### src/rtl/seq_alu.sv
// rtl/seq_alu.sv - handshaked ALU with 1-bit/clock iterative shifter
// Optional CARRY/OVF outputs are built when SEQ_ALU_FLAGS_EN is defined.
module seq_alu #(
    parameter int WIDTH = 16,
    parameter int SHW   = $clog2(WIDTH)
) (
    input  logic             clk,
    input  logic             rst_n,
    input  logic             in_valid,
    output logic             in_ready,
    input  logic [WIDTH-1:0] a,
    input  logic [WIDTH-1:0] b,
    input  logic [SHW-1:0]   shamt,
    input  logic [1:0]       op,
    input  logic             sub,
    input  logic             ari,
    input  logic             lef,
    output logic             out_valid,
    input  logic             out_ready,
    output logic [WIDTH-1:0] c,
    output logic             zero
`ifdef SEQ_ALU_FLAGS_EN
    ,
    output logic             carry,
    output logic             ovf
`endif
);

    typedef enum logic [1:0] {IDLE, SHIFT, DONE} state_t;

    state_t           state, state_next;
    logic             live;
    logic [WIDTH-1:0] work;
    logic [SHW-1:0]   cnt;
    logic             ari_q, lef_q;
    logic             accept, is_shift;
    logic [WIDTH-1:0] bx, res, step;

    assign accept    = in_valid && in_ready;
    assign is_shift  = (op == 2'd3) && (shamt != '0);
    assign bx        = sub ? ~b : b;
    assign in_ready  = live && (state == IDLE);
    assign out_valid = (state == DONE);

`ifdef SEQ_ALU_FLAGS_EN
    logic [WIDTH:0] sum;
    logic           carry_d, ovf_d;
    // Subtraction is a + ~b + 1, so the carry-out is already the no-borrow flag.
    assign sum     = {1'b0, a} + {1'b0, bx} + {{WIDTH{1'b0}}, sub};
    assign carry_d = (op == 2'd0) && sum[WIDTH];
    assign ovf_d   = (op == 2'd0) && (a[WIDTH-1] == bx[WIDTH-1]) && (sum[WIDTH-1] != a[WIDTH-1]);
`else
    logic [WIDTH-1:0] sum;
    assign sum = a + bx + {{(WIDTH-1){1'b0}}, sub};
`endif

    always_comb begin
        res = a;
        case (op)
            2'd0:    res = sum[WIDTH-1:0];
            2'd1:    res = ~(a & b);
            2'd2:    res = {{(WIDTH-1){1'b0}}, (a < b)};
            default: res = a;
        endcase
    end

    always_comb begin
        step = {1'b0, work[WIDTH-1:1]};
        if (lef_q)
            step = {work[WIDTH-2:0], 1'b0};
        else if (ari_q)
            step = {work[WIDTH-1], work[WIDTH-1:1]};
    end

    always_comb begin
        state_next = state;
        case (state)
            IDLE:    if (accept) state_next = is_shift ? SHIFT : DONE;
            SHIFT:   if (cnt == SHW'(1)) state_next = DONE;
            DONE:    if (out_ready) state_next = IDLE;
            default: state_next = IDLE;
        endcase
    end

    always_ff @(posedge clk or negedge rst_n) begin
        if (!rst_n) begin
            state <= IDLE;
            live  <= 1'b0;
            work  <= '0;
            cnt   <= '0;
            ari_q <= 1'b0;
            lef_q <= 1'b0;
            c     <= '0;
            zero  <= 1'b0;
`ifdef SEQ_ALU_FLAGS_EN
            carry <= 1'b0;
            ovf   <= 1'b0;
`endif
        end else begin
            state <= state_next;
            live  <= 1'b1;
            case (state)
                IDLE: begin
                    if (accept) begin
                        if (is_shift) begin
                            work  <= a;
                            cnt   <= shamt;
                            ari_q <= ari;
                            lef_q <= lef;
                        end else begin
                            c    <= res;
                            zero <= (res == '0);
`ifdef SEQ_ALU_FLAGS_EN
                            carry <= carry_d;
                            ovf   <= ovf_d;
`endif
                        end
                    end
                end
                SHIFT: begin
                    work <= step;
                    cnt  <= cnt - SHW'(1);
                    if (cnt == SHW'(1)) begin
                        c    <= step;
                        zero <= (step == '0);
`ifdef SEQ_ALU_FLAGS_EN
                        carry <= 1'b0;
                        ovf   <= 1'b0;
`endif
                    end
                end
                default: ;
            endcase
        end
    end

endmodule

### config.mk
export PLATFORM = sky130hd
export DESIGN_NAME = seq_alu
export DESIGN_NICKNAME = d
export VERILOG_FILES = /design/src/rtl/seq_alu.sv
export SDC_FILE = /design/constraint.sdc
export NUM_CORES = 1
export LEC_CHECK = 0
export BUFFER_PORTS_ARGS = -buffer_cell sky130_fd_sc_hd__buf_2
export CAP_MARGIN = 30
export CORE_UTILIZATION = 30
export CTS_BUF_LIST = sky130_fd_sc_hd__clkbuf_2
export DETAILED_ROUTE_END_ITERATION = 8
export PLACE_DENSITY = 0.45
export SYNTH_ARGS = -nofsm -noshare
export SYNTH_HDL_FRONTEND = slang
export SYNTH_SLANG_ARGS = --single-unit
### constraint.sdc
create_clock -name clk -period 2 [get_ports clk]
set_input_delay 0.1 -clock clk [delete_from_list [all_inputs] [get_ports clk]]
set_output_delay 0.1 -clock clk [all_outputs]
set_load 0.01 [all_outputs]
==> results of run 1 <==
[area by class of cell]
cell class	count	area [µm²]	share of cell area
multi-input cells	375	2850	0.526
repair buffers	167	1170	0.217
flip-flops and latches	42	1050	0.194
well taps	172	215	0.0398
inverters	22	82.6	0.0153
clock buffers	6	30.0	0.00555
clock inverters	2	8.76	0.00162
[cell usage in the layout, fill, tap and decap left out, types with 4 or more instances in the layout]
master / count
ha_1: 49
a31oi_1: 12
o211ai_1: 5
buf_4: 91
nand2_1: 59
and3_1: 4
dlygate4sd3_1: 8
nor3_1: 6
nand3_1: 6
inv_1: 22
a21o_1: 10
buf_2: 61
mux2i_1: 15
xor2_1: 19
dfrtp_1: 42
o31ai_2: 4
a211oi_2: 5
xnor2_1: 9
o21ai_0: 23
a211oi_1: 12
a21oi_1: 28
nor2_1: 24
o21ai_1: 8
clkbuf_2: 6
nor2b_1: 11
buf_6: 4
a21boi_0: 5
[kinds of logic (layout without fill, tap and decap cells)]
family | count (synthesis) | count (layout)
AO/OA/AOI/OAI | 146 | 146
AND/OR/NAND/NOR | 131 | 131
adder cells (fa/ha/maj) | 51 | 51
buffers and inverters | 44 | 197
flip-flops | 42 | 42
XOR/XNOR | 29 | 29
multiplexers | 17 | 17
other | 1 | 1
[worst paths after layout]
check	slack, ns	end	startpoint
setup reg to reg	0.09	zero	state[1]
setup / recovery	-0.1	zero	sub
min in group asynchronous	0.15	cnt[2]	rst_n
hold / removal	0.04	cnt[1]	shamt[1]
hold reg to reg	0.51	c[13]	c[13]
max in group asynchronous	1.36	work[5]	rst_n
[routing by layer]
| layer | track usage | share of wire | vias up |
|---|---|---|---|
| li1 | - | - | 1972 |
| met3 | 0.0140 | 0.019 | 8 |
| met4 | 0.0385 | 0.0095 | 0 |
| met2 | 0.314 | 0.47 | 50 |
| met5 | 0 | 0 | - |
| met1 | 0.254 | 0.50 | 1801 |
[registers in the layout, summed over array words and instances (netlist names)]
signal and count:
c 16, live 1, state 2, work 16, zero 1, cnt 4
ari_q 1, lef_q 1
[what timing repair did]
item,in CTS,in global routing
buffers inserted,0,3
endpoints found under the setup margin,10,11
pin swaps,9,14
resized for setup,9,22
hold buffers,8,0
hold endpoints to repair,49,0
[critical path, stage by stage]
cell and delay, ns:
buf_12 0.12, xor2_1 0.16, ha_1 0.35, a21o_1 0.22, a22oi_2 0.21, a2bb2oi_2 0.11
buf_4 0.15, xnor2_1 0.13, mux2i_1 0.12, a221oi_1 0.25, and4_1 0.23, nand4_1 0.09
o31ai_1 0.20
[through the flow]
step	util	power, mW	area, µm²
after floorplan	-	3.02	4000
after global placement	0.405	4.03	5130
after detailed placement	0.405	4.06	5130
after CTS	0.418	4.46	5290
after global routing	0.427	4.93	5410
final	0.427	4.50	5410
[power by group]
group / switching [mW] / internal (mW) / total, mW
sequential: 0.337 / 1.24 / 1.58
clock: 0.280 / 0.0859 / 0.366
combinational: 1.31 / 1.24 / 2.55
total: 1.93 / 2.57 / 4.50
==> out/metrics.cfg, run 1 <==
[sta]
slew_headroom = 0.658
max_freq_ghz = 0.476
final.setup_skew_ns = 0.0200
slew_violations = 0
layout_setup_ws_ns = -0.0990
setup_viol = 1
worst-slew-pin-transition_ns = 0.514
period_minus_slack_ns = 2.10
hold_viol_final = 0
fin_tns_setup_ns = -0.0990
fin_crit_sh = 1.05
whs_ns = 0.0368
rsz0062_at_grt = true

[power_and_ir_drop]
p_leak_nw = 2.59
peakVddDrop_v = 0.000281
p_per_area_mw_per_mm2 = 831

[drt]
routed_via_density = 4.87
dr.pass1.iters = 4
drtIter0Drc = 158
drc_errors = 0
vias = 3831
avgRoutedWirePerCell_um = 15.1
wirelength_um = 11800
drtAntennaViolNets = 0

[yosys]
muxShareOfSynthArea = 0.0449
yosys.area.top_type_share = 0.268
synth_fp_nets = 557
yosys.area.top_type = dfrtp_1
synth-async-reset-ratio = 1.00
synthSimpleGateAreaFrac = 0.154
synth_warnings = 0
synth_xor_area_frac = 0.0647
synth_commonest_cells = 59 x nand2_1, 50 x ha_1, 42 x dfrtp_1, 30 x o21ai_0, 29 x a21oi_1
synth_compound_area_frac = 0.258
syn_area_mm2 = 0.00393
ys_seq_elements = 42
synth.avg_cell_area_um2 = 8.51
ys_top_cells_by_area = dfrtp_1 27%, ha_1 16%, nand2_1 5.6%, xor2_1 4.5%, mux2i_1 3.8%
yosysMostFrequentCell = nand2_1
synth_adder_area_share = 0.164
synth_top_family_by_area = compound AO/OA/AOI/OAI gates
synth-main-ff-cell = dfrtp_1
synth_edf_count = 0
ys_seq_area_frac = 0.268
postSynthCellCount = 461
synth_cell_type_count = 60

[grt]
grt_usage = 0.184
grt_max_degree = 39
grt_pass1_wl_um = 19300
antenna_found_initial = 0
grt_overflow = 0
grt_pass1_vias = 3777

[flow_run]
maxCapViolations = 0

[final_layout]
layout.nets = 709
area_growth_syn_to_layout_pct = 37.8
nFillCells = 1337
layout-drive-gt1-share = 0.327
fin_cells = 786
num_antenna_cells = 0

[placement]
port_buffers = 63
gp_congestion = 0.827
post-place-ws_ns = -0.651
dp.cells = 767
hpwlAfterDp_um = 9590

[critical_path]
crit_type = primary input to flip-flop
worst-path-max-fanout = 8
crit_required_ns = 2.35
worst-r2r-cell-count = 7
worstPathArrival_ns = 2.45
startpoint_type = primary input
crit_path_end_kind = flip-flop

[die]
io_pins = 64
start_util = 0.310
die_y_um = 116
die_w_um = 116
core_mm2 = 0.0127
die-area_mm2 = 0.0135
rows = 41

[outcome]
violations = setup timing
status = finished, violations left

[clock_tree]
clk_pin_slew_ns = 0.21
h-tree-depth = 2
clock_latency_ns = 0.42
cts_buffers = 5
clk_path_buf_depth = 2
cts_tree = done
clkSinkCount = 42
cts_root_buf = clkbuf_2

[worst_hold_path]
whs_path_depth = 4
hold_class = primary input to flip-flop

No activity file was read; power rests on OpenSTA's default activity.
==> inputs of run 2 (changes only) <==
--- a/config.mk
+++ b/config.mk
@@ -11,6 +11,7 @@
 export CTS_BUF_LIST = sky130_fd_sc_hd__clkbuf_2
 export DETAILED_ROUTE_END_ITERATION = 8
 export PLACE_DENSITY = 0.45
+export RECOVER_POWER = 100
 export SYNTH_ARGS = -nofsm -noshare
 export SYNTH_HDL_FRONTEND = slang
 export SYNTH_SLANG_ARGS = --single-unit
==> run 2 against run 1 <==
Against the previous run: the run still ends with setup timing left; clock skew up 0.00082 ns; total power down 1.3%; wire length up 0.25%; final area down 1.4%; maximum frequency down 0.28%; die area unchanged; worst hold slack better by 0.0022 ns; sequential share of layout area up 0.28 points; combinational power down 2%; worst setup slack worse by 0.0058 ns; critical path depth unchanged; critical path type unchanged; critical endpoint unchanged; largest cell class unchanged; highest routed layer unchanged.
==> out/metrics.cfg, run 2 (same netlist as run 1, synthesis figures left out) <==
[critical_path]
crit_family = compound AO/OA/AOI/OAI gates
startpoint_type = primary input
crit_path_end_kind = flip-flop
timing.rr.start = state[0]
slowest_delay_ns = 0.35  ; about the same
reg2reg_slack_ns = 0.02  ; -0.07 ns
worst-path-max-fanout = 8  ; unchanged
crit_path_top_delay_cell = ha_1
worstPathArrival_ns = 2.45  ; about the same
worst-r2r-cell-count = 8  ; +1
crit_buf_inv = 2  ; unchanged
crit_type = primary input to flip-flop
path_cells = buf_12 > xor2_1 > ha_1 > a21o_1 > a22oi_2 > a2bb2oi_2 > buf_4 > xnor2_1 > mux2i_1 > a221oi_1 > and4_1 > nand4_1 > o31ai_1
crit_required_ns = 2.35  ; about the same
cp.depth = 13  ; unchanged
r2r_end = zero

[sta]
setup_viol = 1  ; unchanged
whs_ns = 0.0390  ; +0.00215 ns
hold_viol_final = 0  ; unchanged
max_freq_ghz = 0.475  ; -0.28%
fin_crit_sh = 1.05  ; +0.00291
period_minus_slack_ns = 2.10  ; +0.00581 ns
rsz0062_at_grt = true
slew_headroom = 0.227  ; -0.430
slew_violations = 0  ; unchanged
final.setup_skew_ns = 0.0208  ; +0.000823 ns
layout_setup_ws_ns = -0.105  ; -0.00581 ns
worst-slew-pin-transition_ns = 1.16  ; +0.645 ns

[worst_hold_path]
hold_class = primary input to flip-flop
min_to = cnt[1]
whs_path_depth = 4  ; unchanged
min-delay-start = shamt[1]

[drt]
drtIter0Drc = 128  ; -19%
dr.pass1.iters = 4  ; unchanged
routed_via_density = 4.89  ; +0.31%
vias = 3843  ; +0.31%
wirelength_um = 11900  ; +0.25%
drc_errors = 0  ; unchanged
drtAntennaViolNets = 0  ; unchanged
avgRoutedWirePerCell_um = 15.1  ; +0.25%

[placement]
dpl-instance-area_mm2 = 0.00513  ; unchanged
hpwlAfterDp_um = 9590  ; unchanged
gp_congestion = 0.827  ; unchanged
post-place-ws_ns = -0.651  ; unchanged
port_buffers = 63  ; unchanged

[die]
die_w_um = 116  ; unchanged
start_util = 0.310  ; unchanged
rows = 41  ; unchanged
die_y_um = 116  ; unchanged
core_mm2 = 0.0127  ; unchanged
die-area_mm2 = 0.0135  ; unchanged
io_pins = 64  ; unchanged

[final_layout]
nFillCells = 1357  ; +1.5%
layout-drive-gt1-share = 0.293  ; -0.0342
utilization = 0.421  ; -0.00612
area_growth_syn_to_layout_pct = 35.8
reg.largest.list = c x16, work x16, cnt x4
num_antenna_cells = 0  ; unchanged
final_cell_mix = 86 x buf_4, 59 x nand2_1, 49 x ha_1
final_area_mm2 = 0.00533  ; -1.4%
layout_commonest_cell = buf_4
layout.nets = 709  ; unchanged

[clock_tree]
cts_tree = done
clock_latency_ns = 0.42  ; about the same
clkSinkCount = 42  ; unchanged
h-tree-depth = 2  ; unchanged
cts_buffers = 5  ; unchanged
clk_path_buf_depth = 2  ; unchanged
cts_root_buf = clkbuf_2
clk_pin_slew_ns = 0.21  ; about the same

[grt]
grt_pass1_vias = 3777  ; unchanged
grt_overflow = 0  ; unchanged
antenna_found_initial = 0  ; unchanged
grt_max_degree = 39  ; unchanged
grt_usage = 0.184  ; unchanged
grt_pass1_wl_um = 19300  ; unchanged

[power_and_ir_drop]
share_seq_of_total_power = 0.357  ; +0.006
peakVddDrop_v = 0.000282  ; +0.13%
fin_total_pwr_mw = 4.44  ; -1.3%
swShare = 0.435  ; +0.00589
p_leak_nw = 2.52  ; -2.9%
switchingPower_mw = 1.93  ; about the same
clockPowerShare = 0.082  ; about the same
p_per_area_mw_per_mm2 = 832  ; +0.11%
internal_power_mw = 2.51  ; -2.3%
power.share.combinational = 0.561  ; -0.007

[outcome]
status = finished, violations left
violations = setup timing

[flow_run]
maxCapViolations = 0  ; unchanged

==> run 2: changes by cell type in the layout (fill, tap and decap cells not counted), moves of 2 or more <==
cell	before	now
buf_12	3	1
buf_2	61	42
buf_4	91	86
clkbuf_1	0	20
clkbuf_2	6	11
==> run 2: worst max-delay path by stage <==
stage | start | to | slack, ns
floorplan | sub | zero | -0.41
global placement | sub | zero | -0.60
detailed placement | sub | zero | -0.65
CTS | sub | zero | -0.03
global route | sub | c[14] | -0.15
finish | sub | zero | -0.10
==> run 2: repair_timing <==
item / 4_1_cts / 5_1_grt
pin swaps: 9 / 14
hold buffers: 8 / 0
endpoints found under the setup margin: 10 / 11
hold endpoints to repair: 49 / 0
setup buffers: 0 / 3
resized for setup: 9 / 22
==> run 2: per-stage QoR <==
step / cells / TNS (ns)
after global placement: 767 / -6.72
final: 786 / -0.105
after detailed placement: 767 / -7.18
after CTS: 783 / -0.0258
after floorplan: 461 / -2.44
after global routing: 786 / -1.37
==> run 2: area by class of cell <==
cell class              count  area (µm²)  share of cell area
multi-input cells         375        2840               0.532
repair buffers            167        1110               0.208
flip-flops and latches     42        1050               0.197
well taps                 172         215              0.0404
inverters                  22        82.6              0.0155
clock buffers               6        30.0             0.00563
clock inverters             2        8.76             0.00164
==> run 2: power by group through the flow <==
stage          combinational, mW  sequential (mW)  clock (mW)
4_1_cts                     2.50             1.58       0.386
3_3_place_gp                2.45             1.58           0
6_report                    2.49             1.58       0.364
2_1_floorplan               1.43             1.59           0
3_5_place_dp                2.47             1.59           0
5_1_grt                     2.81             1.63       0.417
==> run 2: tightest hold or removal path, stage by stage <==
cell and delay, ns:
buf_2 0.11, nand2_1 0.05, and3_1 0.15, a21oi_1 0.04
==> run 2: routing by layer <==
| layer | track usage | wire length [µm] |
|---|---|---|
| met1 | 0.254 | 5830 |
| met2 | 0.314 | 5600 |
| met3 | 0.0140 | 321 |
| met4 | 0.0385 | 112 |
| met5 | 0 | 0 |
